## config.mk

```make
export PLATFORM = sky130hd
export DESIGN_NAME = sram_mem_ctrl
export DESIGN_NICKNAME = d
export VERILOG_FILES = /design/src/rtl/sram_mem_ctrl_pkg.sv /design/src/rtl/sram_mem_ctrl.sv
export SDC_FILE = /design/constraint.sdc
export NUM_CORES = 1
export LEC_CHECK = 0
export CORE_ASPECT_RATIO = 1.75
export CORE_MARGIN = 4
export CORE_UTILIZATION = 44
export DETAILED_ROUTE_END_ITERATION = 10
export PLACE_DENSITY = 0.91
export SLEW_MARGIN = 25
export SYNTH_ARGS = -nofsm -noshare
export SYNTH_HDL_FRONTEND = slang
export SYNTH_SLANG_ARGS = --single-unit
```

## constraint.sdc

```tcl
create_clock -name clk -period 5.21 [get_ports clk]
set_clock_uncertainty 0.05 [all_clocks]
set_input_delay 0.7815 -clock clk [delete_from_list [all_inputs] [get_ports clk]]
set_output_delay 0.7815 -clock clk [all_outputs]
set_load 0.05 [all_outputs]
```

## src/rtl/sram_mem_ctrl_pkg.sv

```systemverilog
// Shared constants for the memory-stage SRAM controller.
// Word/half-word widths, default data-memory base and FSM state encodings.
// Also provides the wait-counter width helper.
package sram_mem_ctrl_pkg;

    localparam int WORD = 32;
    localparam int HALF = 16;

    localparam logic [WORD-1:0] DEFAULT_BASE_ADDR = 32'd1024;

    // FSM state encodings
    localparam logic [1:0] MEM_IDLE = 2'd0;
    localparam logic [1:0] MEM_LO   = 2'd1;
    localparam logic [1:0] MEM_HI   = 2'd2;
    localparam logic [1:0] MEM_DONE = 2'd3;

    // Wait counter needs at least one bit even when each phase is a single cycle.
    function automatic int cnt_width(input int w);
        return (w > 1) ? $clog2(w) : 1;
    endfunction

endpackage

```

## src/rtl/sram_mem_ctrl.sv

```systemverilog
// Memory-stage responder: each 32-bit load/store becomes two 16-bit SRAM phases (low half, then high half).
// Latency: strobe seen in IDLE at cycle 0, LO = 1..W, HI = W+1..2W, DONE = 2W+1 with read_data valid.
// Backpressure: ready is low from the strobed IDLE cycle through HI; the pipeline must hold its request until DONE.
module sram_mem_ctrl
    import sram_mem_ctrl_pkg::*;
#(
    parameter logic [WORD-1:0] BASE_ADDR   = DEFAULT_BASE_ADDR,
    parameter int              WAIT_CYCLES = 2,
    parameter int              SRAM_AW     = 18
) (
    input  logic               clk,
    input  logic               rst,
    input  logic               mem_read,
    input  logic               mem_write,
    input  logic [WORD-1:0]    address,
    input  logic [WORD-1:0]    write_data,
    output logic [WORD-1:0]    read_data,
    output logic               ready,
    output logic [SRAM_AW-1:0] sram_addr,
    output logic [HALF-1:0]    sram_dq_out,
    input  logic [HALF-1:0]    sram_dq_in,
    output logic               sram_dq_oe,
    output logic               sram_we_n
);

    localparam int            CW       = cnt_width(WAIT_CYCLES);
    localparam logic [CW-1:0] CNT_LAST = CW'(WAIT_CYCLES - 1);

    logic [1:0]         state_q,     state_d;
    logic [CW-1:0]      wait_cnt_q,  wait_cnt_d;
    logic               is_wr_q,     is_wr_d;
    logic [WORD-1:0]    read_data_q, read_data_d;
    logic [SRAM_AW-1:0] sram_addr_q, sram_addr_d;
    logic [HALF-1:0]    dq_out_q,    dq_out_d;
    logic               dq_oe_q,     dq_oe_d;
    logic               we_n_q,      we_n_d;

    logic [WORD-1:0]    off;
    logic [SRAM_AW-2:0] word_idx;
    logic               req;
    logic               phase_end;
    logic               unused_addr_bits;

    // Offset wraps modulo 2^32 and is not range-checked; byte-within-word bits are dropped.
    assign off              = address - BASE_ADDR;
    assign word_idx         = off[SRAM_AW:2];
    assign unused_addr_bits = ^{off[WORD-1:SRAM_AW+1], off[1:0]};

    assign req       = mem_read | mem_write;
    assign phase_end = (wait_cnt_q == CNT_LAST);

    // Next-state logic: phase sequencing, SRAM pin setup for the coming cycle and read capture.
    always_comb begin
        state_d     = state_q;
        wait_cnt_d  = wait_cnt_q;
        is_wr_d     = is_wr_q;
        read_data_d = read_data_q;
        sram_addr_d = sram_addr_q;
        dq_out_d    = dq_out_q;
        dq_oe_d     = dq_oe_q;
        we_n_d      = we_n_q;

        case (state_q)
            MEM_IDLE: begin
                if (req) begin
                    // A write wins when both strobes are high.
                    state_d     = MEM_LO;
                    wait_cnt_d  = '0;
                    is_wr_d     = mem_write;
                    sram_addr_d = {word_idx, 1'b0};
                    dq_out_d    = write_data[15:0];
                    dq_oe_d     = mem_write;
                    we_n_d      = ~mem_write;
                end
            end
            MEM_LO: begin
                if (phase_end) begin
                    if (!is_wr_q) begin
                        read_data_d[15:0] = sram_dq_in;
                    end
                    state_d     = MEM_HI;
                    wait_cnt_d  = '0;
                    sram_addr_d = {sram_addr_q[SRAM_AW-1:1], 1'b1};
                    dq_out_d    = write_data[31:16];
                end else begin
                    wait_cnt_d = wait_cnt_q + CW'(1);
                end
            end
            MEM_HI: begin
                if (phase_end) begin
                    if (!is_wr_q) begin
                        read_data_d[31:16] = sram_dq_in;
                    end
                    // Release the bus as DONE begins.
                    state_d    = MEM_DONE;
                    wait_cnt_d = '0;
                    dq_oe_d    = 1'b0;
                    we_n_d     = 1'b1;
                end else begin
                    wait_cnt_d = wait_cnt_q + CW'(1);
                end
            end
            MEM_DONE: begin
                // Requests seen here are the one just completed; never re-trigger on them.
                state_d = MEM_IDLE;
            end
            default: begin
                state_d = MEM_IDLE;
            end
        endcase
    end

    // State and registered SRAM controls; reset drops the access and releases the SRAM at once.
    always_ff @(posedge clk or negedge rst) begin
        if (!rst) begin
            state_q     <= MEM_IDLE;
            wait_cnt_q  <= '0;
            is_wr_q     <= 1'b0;
            read_data_q <= '0;
            sram_addr_q <= '0;
            dq_out_q    <= '0;
            dq_oe_q     <= 1'b0;
            we_n_q      <= 1'b1;
        end else begin
            state_q     <= state_d;
            wait_cnt_q  <= wait_cnt_d;
            is_wr_q     <= is_wr_d;
            read_data_q <= read_data_d;
            sram_addr_q <= sram_addr_d;
            dq_out_q    <= dq_out_d;
            dq_oe_q     <= dq_oe_d;
            we_n_q      <= we_n_d;
        end
    end

    // ready is combinational so the freeze takes effect in the same cycle the strobe appears.
    assign ready = ~((state_q == MEM_LO) || (state_q == MEM_HI) ||
                     ((state_q == MEM_IDLE) && req));

    assign read_data   = read_data_q;
    assign sram_addr   = sram_addr_q;
    assign sram_dq_out = dq_out_q;
    assign sram_dq_oe  = dq_oe_q;
    assign sram_we_n   = we_n_q;

endmodule

```

==> results of run 1 <==
## Yosys cell counts, types with 3 or more instances
library cell  count  area [um^2]
inv_1             6        22.52
nor2_1           25        93.84
buf_2             4        20.02
mux2_2           13        146.4
o21ai_0           7        35.03
xor2_1            3        26.28
o21ai_1           5        25.02
mux2_4           20        300.3
dfrtp_1          71         1777
ha_1              5        62.56
xnor2_1           4        35.03
mux2i_1          17        170.2
buf_4             6        45.04
a21oi_1          21        105.1
nand2_1          36        135.1
## kinds of logic (layout without fill, tap and decap cells)
group / Yosys count / count (layout) / synth area share
and+or+nand+nor: 74 / 74 / 0.1050
DFF: 72 / 72 / 0.5585
muxes: 50 / 50 / 0.1911
AOI/OAI and AO/OA: 40 / 40 / 0.07170
buffers and inverters: 19 / 161 / 0.03527
xor gates and xnor gates: 7 / 7 / 0.01899
adders and majority gates: 5 / 5 / 0.01938
## worst paths after layout
| kind | from | to | slack (ns) | cells past startpoint |
|---|---|---|---|---|
| min in group asynchronous | rst | sram_addr[10] | 0.53 | 1 |
| worst min register to register | sram_addr[1] | sram_addr[1] | 0.42 | 2 |
| max in group asynchronous | rst | read_data[2] | 4.00 | 1 |
| worst min-delay path | sram_addr[1] | sram_addr[1] | 0.42 | 2 |
| worst max register to register | state_q[1] | sram_dq_out[4] | 2.61 | 8 |
| worst max-delay path | mem_write | ready | 1.81 | 4 |
## critical path, stage by stage
cell	delay, ns
clkdlybuf4s50_1	0.47
or2_2	0.34
a21oi_1	0.16
clkdlybuf4s50_1	0.82
## power breakdown
group / internal [uW] / total [uW] / switching (uW)
clock: 473 / 717 / 244
sequential: 852 / 1020 / 166
combinational: 895 / 2420 / 1520
## layer usage
metal  wire length, um  up-vias  part of all wire
met4               170        0             0.020
met1              2921     1233              0.35
met5                 0        -                 0
met3               570       16             0.068
met2              4664       97              0.56
li1                  -     1178                 -
## state kept, by name, indices dropped and copies added, names as in the netlist
register,flops
phase_end,1
sram_we_n,1
is_wr_q,1
sram_dq_out,16
state_q,2
read_data,32
sram_dq_oe,1
sram_addr,18
## layout make-up
class,instances,area share
tap,86,0.02158
timing repair buffer,139,0.2790
multi-input combinational,176,0.2630
sequential,72,0.3616
clock inverter,7,0.02509
clock buffer,9,0.04517
inverter,6,0.004517
## through the flow
step / area [um^2] / utilization / worst slack [ns] / std cells / hold slack [ns]
floorplan: 3228 / - / 2.485 / 267 / 0.4047
CTS: 4986 / 0.6943 / 1.812 / 495 / 0.4279
global placement: 4621 / 0.6434 / 1.825 / 478 / 0.4105
global route: 4986 / 0.6943 / 1.701 / 495 / 0.4602
detailed placement: 4636 / 0.6455 / 1.822 / 479 / 0.4125
finish: 4986 / 0.6943 / 1.805 / 495 / 0.4249
==> impl_metrics.tcl, run 1 <==
set metrics [dict create \
    synthArstFlopShare 1.000 \
    grt_pass1_vias 2785 \
    fillers 518 \
    setup_viol_count_final 0 \
    overflow 0 \
    final_antenna_net_count 0 \
    syn_to_final_growth_pct 54.46 \
    crit_type "input pin to output pin" \
    top_usage_layer "met2" \
    clock_sinks 72 \
    synth-seq-cells 72 \
    tightest_slew_ns 0.8984 \
    io_buffers 137 \
    leakagePower_uw 0.002204 \
    cp_data_required_time_ns 4.38 \
    coreArea_um2 7182 \
    post_cts_resized 0 \
    grt_pass1_wl_mm 13.33 \
    io_pins 153 \
    clockBufferDepth 2 \
    yosysWarnings 0 \
    synth_edf_count 0 \
    cp_data_arrival_time_ns 2.57 \
    yosysUniqueCellTypes 34 \
    cts-buffers-inserted 9 \
    ir_drop_mv 0.4938 \
    clk_latency_ns 0.33 \
    synth_nets 356 \
    ff_latch_area_um2 1803 \
    rsz0062_at_grt "false" \
    use_met2 0.3631 \
    drive_gt1_frac 0.1467 \
    period_share 0.6535 \
    first_pass_iters 4 \
    max_freq_mhz 293.7 \
    finalSetupTns_ns 0 \
    drt_iter0_drc 126 \
    rows 41 \
    maxSlewViolCount 0 \
    clk_pin_slew_worst_paths_ns 0.06 \
    period_needed_ns 3.405 \
    drcViolationCount 0 \
    initial_core_util 0.4495 \
    multiInputGateArea_um2 1311 \
    grt_usage 0.1987 \
    gr-usage-met3 0.05970 \
    wl_per_cell_um 16.82 \
    final_cell_mix "clkdlybuf4s50_1 (136), dfrtp_1 (71), nand2_1 (36)" \
    seq_area_frac_synth 0.5585 \
    vias_per_cell 5.099 \
    layout_commonest_cell "clkdlybuf4s50_1" \
    htree_levels 3 \
    synth_top_flop_cell "dfrtp_1" \
    grt_use_met1 0.2021 \
    gp_congestion 0.8179 \
    hold_viol 0 \
    p_total_uw 4154 \
    synthCells 267 \
    status "completed" \
    antenna_found_initial 0 \
    fin_nets 493 \
    antenna_cells 0 \
    totalWireLength_mm 8.327 \
    path_max_fanout 5 \
    syn_area_um2 3228 \
    hp-class "flip-flop to flip-flop" \
    die_w_um 72.75 \
    cts_tree "done" \
    die_h_um 121.3 \
    power_density_nw_per_um2 833.0 \
    cp-end-kind "output pin" \
    drv_cap 0 \
    post_cts_buffers 0 \
    dr_total_vias 2524 \
    post-dp-hpwl_mm 6.053 \
    hold_buffers 0 \
    critPathLaunchType "input pin" \
    die_area_um2 8825 \
    grt_max_degree 73 \
    slew_headroom 0.4011 \
    clockRootBuffer "clkbuf_16" \
    avgSynthCellArea_um2 12.09 \
]
Power figures use the tool's default switching activity.
==> run 2, diff against run 1 <==
Settings changed: CORE_UTILIZATION 44 to 37, PLACE_DENSITY 0.91 to 0.83.
Clock period 5.21 ns to 2.9 ns, I/O delays scaled along.
==> run 2 against run 1 <==
  * Via count shrank 2.7%
  * Count of clock-buffer cells in the layout unchanged
  * Sequential power rose by 78%
  * First-iteration DRC count shrank 29%
  * Clock power is 76% higher
  * Critical path depth is 3 lower
  * Worst hold slack lost 0.26 ns
  * Combinational power up 77%
  * Critical path type is now flip-flop to output pin
  * Largest cell class unchanged
==> impl_metrics.tcl, run 2 (synthesis results as in run 1) <==
set metrics [dict create \
    status "completed" \
    clockRootBuffer "clkbuf_16" \
    finalSetupTns_ns 0 \
    fin_nets 494 \
    path_cells "clkdlybuf4s50_1" \
    period_share 0.7471 \
    slowest_delay_ns 0.81 \
    clk_pin_slew_worst_paths_ns 0.06 \
    p_total_uw 7376 \
    die_w_um 78.61 \
    grt_use_met1 0.1663 \
    gp_congestion 0.7349 \
    cts_tree "done" \
    leakagePower_uw 0.002206 \
    dr_total_vias 2455 \
    cp_num_buf_inv 1 \
    io_pins 153 \
    slew_headroom 0.4204 \
    cts-buffers-inserted 9 \
    cp_data_required_time_ns 2.41 \
    clockBufferDepth 2 \
    grt_max_degree 39 \
    rows 44 \
    crit_type "flip-flop to output pin" \
    drive_gt1_frac 0.1512 \
    wl_per_cell_um 15.25 \
    path_max_fanout 3 \
    largest_reg_flops 32 \
    max_freq_mhz 461.5 \
    vias_per_cell 4.676 \
    r2r-start "state_q[0]" \
    hold_viol 0 \
    final_antenna_net_count 0 \
    clock_sinks 72 \
    cp_data_arrival_time_ns 1.68 \
    io_buffers 137 \
    power_density_nw_per_um2 1468 \
    drcViolationCount 0 \
    period_needed_ns 2.167 \
    syn_to_final_growth_pct 55.66 \
    preCtsSetupSlack_ns 0.6759 \
    totalWireLength_mm 8.007 \
    post_cts_resized 0 \
    overflow 0 \
    maxSlewViolCount 0 \
    hp-class "input pin to asynchronous set/reset pin" \
    r2r-end "sram_addr[12]" \
    gr-usage-met3 0.03836 \
    top_usage_layer "met2" \
    crit_family "buffers and inverters" \
    initial_core_util 0.3832 \
    first_pass_iters 4 \
    cp-end-kind "output pin" \
    r2r_cells 6 \
    r2r_slack_ns 0.75 \
    grt_usage 0.1606 \
    clk_latency_ns 0.33 \
    drv_cap 0 \
    grt_pass1_vias 2636 \
    post-dp-hpwl_mm 6.131 \
    die_h_um 131.6 \
    hold_buffers 0 \
    setup_viol_count_final 0 \
    rsz0062_at_grt "false" \
    coreArea_um2 8423 \
    fin_ws_ns 0.7333 \
    ir_drop_mv 0.7523 \
    use_met2 0.2947 \
    antenna_cells 0 \
    cpMaxStageDelayCell "clkdlybuf4s50_1" \
    post_cts_buffers 0 \
    layout_commonest_cell "clkdlybuf4s50_1" \
    grt_pass1_wl_mm 12.95 \
    drt_iter0_drc 90 \
    htree_levels 3 \
    die_area_um2 10340 \
    critPathLaunchType "flip-flop" \
    tightest_slew_ns 0.8693 \
    antenna_found_initial 0 \
    final_cell_mix "clkdlybuf4s50_1 (135), dfrtp_1 (71), nand2_1 (36)" \
]
==> run 2: cell types whose count changed in the layout (fill, tap and decap cells not counted) <==
cell	delta
buf_8	-1
clkinvlp_4	+1
buf_2	+1
clkdlybuf4s50_1	-1
buf_4	+1
clkinv_4	+1
buf_12	+1
clkinv_2	+1
inv_6	-3
==> run 2: worst max path at each step <==
stage | start | end | cells past startpoint
after floorplan | state_q[0] | ready | 4
after global placement | mem_write | sram_addr[15] | 4
after detailed placement | mem_write | sram_addr[12] | 5
after CTS | sram_we_n | sram_we_n | 1
after global routing | state_q[0] | sram_addr[10] | 6
final | sram_we_n | sram_we_n | 1
==> run 2: final cells by class <==
type,count,area (um^2)
Sequential cell,72,1803
Tap cell,115,143.9
Clock buffer,9,225.2
Timing Repair Buffer,140,1399
Clock inverter,7,120.1
Inverter,6,22.52
Fill cell,684,3398
Multi-Input combinational cell,176,1311
==> run 2: routing by layer <==
| metal | vias to the layer above | part of all wire |
|---|---|---|
| li1 | 1187 | - |
| met4 | 0 | 0.028 |
| met1 | 1165 | 0.36 |
| met5 | - | 0 |
| met3 | 16 | 0.051 |
| met2 | 87 | 0.56 |
==> run 2: worst register-to-register path, cell delays in order (launching register included) <==
cell	delay, ns
dfrtp_1	0.38
inv_1	0.13
ha_1	0.45
o21ai_1	0.21
or2_1	0.52
nor2_1	0.19
a21oi_1	0.08
==> run 2: per-stage QoR <==
step / util / instances / hold slack, ns / cell area (um^2)
after floorplan: - / 267 / 0.08941 / 3228
after global placement: 0.5556 / 509 / 0.4101 / 4679
after detailed placement: 0.5556 / 509 / 0.4154 / 4679
after CTS: 0.5966 / 525 / 0.1825 / 5025
after global routing: 0.5966 / 525 / 0.2209 / 5025
final: 0.5966 / 525 / 0.1611 / 5025
==> run 2: where the power goes <==
group,switching [uW],internal [uW]
sequential,294,1530
clock,421,841
combinational,2710,1580
total,3420,3960
